===== config.mk =====
export PLATFORM = sky130hd
export DESIGN_NAME = cmn_entry_alloc2
export DESIGN_NICKNAME = d
export VERILOG_FILES = /design/src/rtl/cmn_entry_alloc2.sv
export SDC_FILE = /design/constraint.sdc
export NUM_CORES = 1
export LEC_CHECK = 0
export ABC_AREA = 1
export ABC_CLOCK_PERIOD_IN_PS = 4400
export BUFFER_PORTS_ARGS = -buffer_cell sky130_fd_sc_hd__buf_2
export CAP_MARGIN = 20
export CORE_ASPECT_RATIO = 0.6
export CORE_MARGIN = 2
export CORE_UTILIZATION = 50
export CTS_BUF_LIST = sky130_fd_sc_hd__clkbuf_16
export CTS_CLUSTER_SIZE = 28
export DETAILED_ROUTE_END_ITERATION = 6
export HOLD_SLACK_MARGIN = 0.1
export PLACE_DENSITY = 0.8
export SLEW_MARGIN = 20
export SYNTH_ARGS = -nofsm -noshare
export SYNTH_HDL_FRONTEND = slang
export SYNTH_SLANG_ARGS = --single-unit

===== constraint.sdc =====
create_clock -name clk -period 4.4 [get_ports clk]
set_clock_uncertainty 0.15 [all_clocks]
set_input_delay 0.88 -clock clk [delete_from_list [all_inputs] [get_ports clk]]
set_output_delay 0.88 -clock clk [all_outputs]
set_load 0.02 [all_outputs]

===== src/rtl/cmn_entry_alloc2.sv =====
`default_nettype none
// ============================================================================
// Module   : cmn_entry_alloc2
// Purpose  : Dual-port entry allocator for a shared pool of ENTRY_NUM entries.
//            Grants up to two free entries per cycle (lowest index first),
//            tracks occupancy, retires released entries and provides a
//            drain handshake that blocks allocation until the pool is empty.
// Ports    : clk, rst (async, active-high)
//            alloc_req_0/1   in   allocation requests (port 0 has priority)
//            alloc_gnt_0/1   out  grant strobes, same cycle as request
//            alloc_idx_0/1   out  granted indices (valid with grant)
//            free_vec        in   multi-hot release mask
//            drain_req       in   start a drain
//            drain_done      out  one-cycle pulse when the drain completes
//            busy            out  allocator not in normal run state
//            used_cnt        out  occupied entry count
//            full / empty    out  derived from used_cnt
//            err_free        out  sticky: release of an unoccupied entry
// Revision : 1.0 - initial release
// ============================================================================
module cmn_entry_alloc2 #(
   parameter  int ENTRY_NUM = 8,
   localparam int IDX_W     = $clog2(ENTRY_NUM),
   localparam int CNT_W     = $clog2(ENTRY_NUM + 1)
) (
   input  logic                 clk,
   input  logic                 rst,
   input  logic                 alloc_req_0,
   input  logic                 alloc_req_1,
   output logic                 alloc_gnt_0,
   output logic [IDX_W-1:0]     alloc_idx_0,
   output logic                 alloc_gnt_1,
   output logic [IDX_W-1:0]     alloc_idx_1,
   input  logic [ENTRY_NUM-1:0] free_vec,
   input  logic                 drain_req,
   output logic                 drain_done,
   output logic                 busy,
   output logic [CNT_W-1:0]     used_cnt,
   output logic                 full,
   output logic                 empty,
   output logic                 err_free
);

   typedef enum logic [1:0] {
      ST_RUN   = 2'd0,
      ST_DRAIN = 2'd1,
      ST_DONE  = 2'd2
   } state_t;

   localparam logic [ENTRY_NUM-1:0] c_ONE_HOT0 = {{(ENTRY_NUM-1){1'b0}}, 1'b1};

   state_t                 r_state;
   state_t                 w_state_next;
   logic [ENTRY_NUM-1:0]   r_occ;
   logic [CNT_W-1:0]       r_used_cnt;
   logic                   r_err_free;

   logic                   w_first_vld;
   logic [IDX_W-1:0]       w_first_idx;
   logic                   w_second_vld;
   logic [IDX_W-1:0]       w_second_idx;
   logic                   w_en;
   logic                   w_gnt_0;
   logic                   w_gnt_1;
   logic [IDX_W-1:0]       w_idx_1;
   logic [ENTRY_NUM-1:0]   w_gnt_oh_0;
   logic [ENTRY_NUM-1:0]   w_gnt_oh_1;
   logic [ENTRY_NUM-1:0]   w_free_hit;
   logic [ENTRY_NUM-1:0]   w_free_bad;
   logic [CNT_W-1:0]       w_free_cnt;
   logic [CNT_W-1:0]       w_cnt_next;

   // Two lowest free indices from the registered occupancy vector.
   always_comb begin
      w_first_vld  = 1'b0;
      w_first_idx  = '0;
      w_second_vld = 1'b0;
      w_second_idx = '0;
      for (int i = 0; i < ENTRY_NUM; i++) begin
         if (!r_occ[i]) begin
            if (!w_first_vld) begin
               w_first_vld = 1'b1;
               w_first_idx = IDX_W'(i);
            end else if (!w_second_vld) begin
               w_second_vld = 1'b1;
               w_second_idx = IDX_W'(i);
            end
         end
      end
   end

   // Drain request blocks grants already in the cycle it is raised.
   assign w_en    = (r_state == ST_RUN) && !drain_req;
   // Grants are forced low while reset is held, since occupancy reads as
   // empty during reset and would otherwise look grantable.
   assign w_gnt_0 = !rst && alloc_req_0 && w_en && w_first_vld;
   // Port 1 takes the second free entry when port 0 consumed the first.
   assign w_gnt_1 = !rst && alloc_req_1 && w_en &&
                    (w_gnt_0 ? w_second_vld : w_first_vld);
   assign w_idx_1 = w_gnt_0 ? w_second_idx : w_first_idx;

   assign w_gnt_oh_0 = w_gnt_0 ? (c_ONE_HOT0 << w_first_idx) : '0;
   assign w_gnt_oh_1 = w_gnt_1 ? (c_ONE_HOT0 << w_idx_1)     : '0;

   // Only releases of occupied entries count; the rest flag an error.
   assign w_free_hit = free_vec & r_occ;
   assign w_free_bad = free_vec & ~r_occ;

   always_comb begin
      w_free_cnt = '0;
      for (int i = 0; i < ENTRY_NUM; i++) begin
         w_free_cnt = w_free_cnt + CNT_W'(w_free_hit[i]);
      end
   end

   assign w_cnt_next = r_used_cnt + CNT_W'(w_gnt_0) + CNT_W'(w_gnt_1) - w_free_cnt;

   always_ff @(posedge clk or posedge rst) begin
      if (rst) begin
         r_occ      <= '0;
         r_used_cnt <= '0;
         r_err_free <= 1'b0;
      end else begin
         r_occ      <= (r_occ & ~free_vec) | w_gnt_oh_0 | w_gnt_oh_1;
         r_used_cnt <= w_cnt_next;
         r_err_free <= r_err_free | (|w_free_bad);
      end
   end

   always_ff @(posedge clk or posedge rst) begin
      if (rst) begin
         r_state <= ST_RUN;
      end else begin
         r_state <= w_state_next;
      end
   end

   // DRAIN exits on the count the pool will hold after this edge, so the
   // done pulse appears the cycle right after the last occupied entry leaves.
   always_comb begin
      w_state_next = r_state;
      case (r_state)
         ST_RUN:   if (drain_req) w_state_next = ST_DRAIN;
         ST_DRAIN: if (w_cnt_next == '0) w_state_next = ST_DONE;
         ST_DONE:  w_state_next = ST_RUN;
         default:  w_state_next = ST_RUN;
      endcase
   end

   assign alloc_gnt_0 = w_gnt_0;
   assign alloc_idx_0 = w_first_idx;
   assign alloc_gnt_1 = w_gnt_1;
   assign alloc_idx_1 = w_idx_1;
   assign drain_done  = (r_state == ST_DONE);
   assign busy        = (r_state != ST_RUN);
   assign used_cnt    = r_used_cnt;
   assign full        = (r_used_cnt == CNT_W'(ENTRY_NUM));
   assign empty       = (r_used_cnt == '0);
   assign err_free    = r_err_free;

endmodule
`default_nettype wire


Word level (Yosys, flattened, before mapping)
Cells that the tools add are included.
Storage, ports and cells
  bits in registers: 15
  output and inout bits: 17
  logic and storage cells: 106
Operators by class
  $add $sub $neg: 10
  equal/unequal tests: 5
  shift operators: 2
  muxes and demuxes: 62
  bitwise logic cells: 8
  reductions and logical operators: 15
Operators with widths (count)
  3-bit 2-to-1 mux: 31
  1-bit 2-to-1 mux: 26
  4-bit by 1-bit adder with 4-bit output: 6
  8-bit bitwise AND: 3
  8-bit 2-to-1 mux: 2
  8-bit NOT: 2
  8-bit OR: 2
  1-bit by 3-bit left shift with 8-bit output (first input constant): 2
  4-bit logical NOT: 2
  8-bit OR reduction: 1
  1-bit logical AND: 7
  3-bit by 1-bit adder with 4-bit output: 1
  4-bit equality test (second input constant): 1
  2-bit 2-to-1 mux: 2
  2-bit != test (second input constant): 2
  2-bit case mux with 2 select lines: 1
  4-bit subtractor: 1
  2-bit by 1-bit adder with 3-bit output: 1
  1-bit by 1-bit adder with 2-bit output: 1
  2-bit by 1-bit equality test with 1-bit output (second input constant): 1
  2-bit equality test (second input constant): 1
  1-bit logical NOT: 2
  2-bit logical NOT: 1
  2-bit AND reduction: 1
  2 further kinds: 2

Depth between registers and ports, before layout
  word-level depth: 24
  mapped depth: 24
  mapped depth without buffers: 24

Worst setup path after synthesis
No wires, ideal clock.
  path kind: input-to-reg
  from: input port rst
  to: register r_state[0]
  arrival: 4.264 ns
  slack: -0.142 ns
  cell stages on the path: 17
  path buffers: 0
  path through: inv_1 nand2_1 nor2_1 nand2_2 fa_1 fa_1 inv_1 fa_1 inv_1 fa_1 inv_1 ha_1 ha_1 nor3_1 nand2_1 nand3_1 o21ai_0
On the way
  cells in the longest elaborated chain, start to end: 11
  elaborated cells on any way between the ends: 14
RTL lines
  from (decl): RTL line 27  | input logic rst,
  1-bit logical NOT (no source line) *
  branches (longest 5 deep; another with 4-bit by 1-bit adder with 4-bit output)
  4-bit by 1-bit adder with 4-bit output *: RTL line 116  | assign w_cnt_next = r_used_cnt + CNT_W'(w_gnt_0) + CNT_W'(w_gnt_1) - w_free_cnt;
  4-bit subtractor *: RTL line 116
  named net w_cnt_next[2]: RTL line 71  | logic [CNT_W-1:0] w_cnt_next;
  4-bit logical NOT *: RTL line 144  | ST_DRAIN: if (w_cnt_next == '0) w_state_next = ST_DONE;
  2-bit != test (no source line) *
  2-bit AND reduction (no source line) *
  to (signal assigned): RTL line 134  | r_state <= w_state_next;
  to (decl): RTL line 52  | state_t r_state;
Mark *: on every way through the listed nets, which the timed path passes.
A chain may end at the register's enable or synchronous reset.

Final worst setup path
  from: register r_occ[1]
  to: register r_state[0]
On the way
  cells in the longest elaborated chain, start to end: 20
  elaborated cells on any way between the ends: 37
RTL lines
  from (decl): RTL line 54  | logic [ENTRY_NUM-1:0] r_occ;
  from (signal assigned): RTL line 124  | r_occ <= (r_occ & ~free_vec) | w_gnt_oh_0 | w_gnt_oh_1;
  branches (longest 16 deep; another with 3-bit by 1-bit adder with 4-bit output)
  4-bit subtractor *: RTL line 116
  named net w_cnt_next[2]: RTL line 71
  4-bit logical NOT *: RTL line 144
  2-bit != test (no source line) *
  2-bit AND reduction (no source line) *
Marks and branches as above.

==> impl_results.md <==
* Layout Nets at between 200 and 300
* Sequential-to-total area share from yosys stat at 25.3%
* Hold Vio Cnt, Final at 0
* Number of synthesized register bits at 15
* CTS sink cnt at 15
* CTS tree: built
* Inserted Diodes at 0
* H-tree levels at 1
* Die ar. at 0.00343 sq mm
* Max Cap Violations at 0
* Avg WL per Cell at between 10 and 15 microns
* Syn. warnings at 0
* Cell count after placement at 296
* DRT iter0 DRCs at 167
* IO Pins at 30
* Fmax at 236 MHz
* I/O Buffers at 29
* Global-route wire length before repair at 6480 microns
* Peak supply drop at 0.000450 V
* Die H at 46.2 microns
* EDFF count, synth at 0
* Clock tree buffer depth at 2
* Mapped Cells at 215
* Final ANT Viol Nets at 0
* Period utilization at a little over nine tenths
* Via density at 5.25
* Worst-Skew Late Latency at between 200 and 250 ps
* Pins over their slew limit at 0
* Max Fanout on Critical Path at 6
* Commonest non-fill, non-tap cell in the layout: nand2_1
* Clock transition at the registers of the reported paths at roughly 50 ps
* # DRC at 0
* Syn-to-layout area delta at 30.9%
* Core ar. at 0.00285 sq mm
* Initial antenna violation count at 0
* Crit start category: flop
* Design area at 0.00194 sq mm
* Commonest non-fill, non-tap cells in the layout: 61 x nand2_1, 34 x inv_1, 29 x buf_2
* Crit. End Element: flop
* Status: completed
* Post-Layout Cell Count at 302
* Gr ovfl total at 0
* Critical Path RT at 4370 ps
* Site Rows at 15
* Worst Hold Class: flop to flop
* Die X at 74.3 microns
* Post-Synthesis Cell Area at 0.00148 sq mm
* Total global-route track usage at 26.7%
* Measured slew at the worst slew-check pin at 398 ps
* Setup Crit Path Kind: flop to flop
* Share of layout cells above drive strength 1 at 30.0%
* Leak at 1.00 nW
* DPL Wire Length at 3350 microns
* Most used DFF post-synth: dfrtp_1
* Drt pass-1 iters at 4
* DP Area at approximately 0.0018 sq mm
* Routed WL at roughly 4300 microns
* Min Tclk post-route at 4230 ps
* Hold slack at approximately 380 ps
* GPL Wtd Cong at 0.938
* Pin count of the biggest net entering global routing at 16
* Root buffer cell: clkbuf_16
* Asr flop ratio synth at 100%
* Cell variety after synth at 26
* Starting Density at 52.0%
* Syn Nets at roughly 240
* Slew HR at 73.4%
* Cts bufs inserted at 3
* Vias at about 1600
* Final setup vio count at 0
* Vias in the first global route at 1340
* Layout Utilization at 68.1%
* Crit path DAT at ~4200 ps
* Avg Synthesized Cell Area at 6.90 sq um
* Pwr Density at 457 mW/mm^2
-- routing by layer --
layer	part of all wire [%]	global-route usage (%)	wire length [microns]	up-vias
met1	48	40.2	2060	701
met5	0	0	0	-
met4	1.4	5.71	61	0
met2	41	38.8	1760	96
met3	9.7	6.56	415	10
li1	-	-	-	777
-- worst max-delay path, cell delays in order (launching register included) --
cell and delay [ps]:
dfrtp_1 420, ha_4 220, nand2_2 80, nor2_1 200
nand4_1 110, nand2_1 120, nand2_1 70, nor2_2 160
nor2_4 50, inv_1 90, fa_2 210, fa_1 420
inv_1 110, fa_2 200, inv_2 40, fa_1 500
inv_1 40, ha_1 320, ha_4 240, nor3_4 120
nand2_1 90, nand3_1 70, o21ai_0 80
-- stage by stage --
step	setup WS, ps	TNS [ps]	total power [mW]
CTS	39.2	0	0.802
detailed placement	-220	-325	0.600
floorplan	10.8	0	0.478
finish	171	0	0.888
global placement	-43.2	-43.2	0.585
global route	-19.0	-19.0	0.947
-- power breakdown --
part	total, mW	switching, mW	leakage (nW)	internal, mW
logic	0.516	0.303	0.767	0.214
clock network	0.173	0.0528	0.0423	0.120
registers	0.199	0.0277	0.191	0.171
-- cell type report --
cell class,instances,area [sq um]
tap,42,52.6
clock buffer,3,75.1
clock inverter,1,3.75
sequential,15,375
inverter,40,154
timing repair buffer,41,235
fill,243,910
multi-input combinational,160,1050
-- state kept, by name, indices dropped and copies added, names as in the netlist --
register and flops:
err_free 1, used_cnt 4, r_state 2, r_occ 8
-- cell families (layout without fill, tap and decap cells) --
kind of cell | count (synthesis) | count (layout) | synth area share [%]
AOI/OAI and AO/OA | 20 | 20 | 8.18
xor gates and xnor gates | 3 | 3 | 1.77
adders and majority gates | 16 | 16 | 17.0
buffers and inverters | 40 | 85 | 10.1
DFF | 15 | 15 | 25.3
and+or+nand+nor | 121 | 121 | 37.6
-- Yosys cell counts (2+ instances only) --
cell type / instances / area share [%]
nand4_1: 4 / 1.7
nand4_2: 2 / 1.7
inv_1: 37 / 9.4
fa_1: 7 / 9.4
nand2_2: 3 / 1.3
o21bai_1: 2 / 1.0
nand3_1: 21 / 7.1
nand3_2: 2 / 1.3
nor2_1: 14 / 3.5
ha_1: 9 / 7.6
nor2_2: 7 / 3.0
nor3_1: 2 / 0.67
xnor2_1: 3 / 1.8
dfrtp_1: 15 / 25
a221oi_1: 2 / 1.2
inv_2: 2 / 0.51
nand2_1: 64 / 16
o21ai_0: 11 / 3.7
-- worst paths after layout --
path | startpoint | to | slack, ps | cells past startpoint
setup reg to reg | r_occ[1] | r_state[0] | 170 | 22
setup / recovery | r_occ[1] | r_state[0] | 170 | 22
hold reg to reg | r_state[1] | r_state[1] | 380 | 3
min in group asynchronous | rst | r_occ[5] | 530 | 3
hold / removal | r_state[1] | r_state[1] | 380 | 3
max in group asynchronous | rst | r_occ[3] | 3390 | 3
-- what timing repair did --
item,CTS,global route
hold endpoints to repair,0,0
setup buffers,2,0
endpoints found under the setup margin,2,2
hold buffers,0,0
pin swaps,3,2
resized for setup,6,11
No activity file was read; power rests on OpenSTA's default activity.
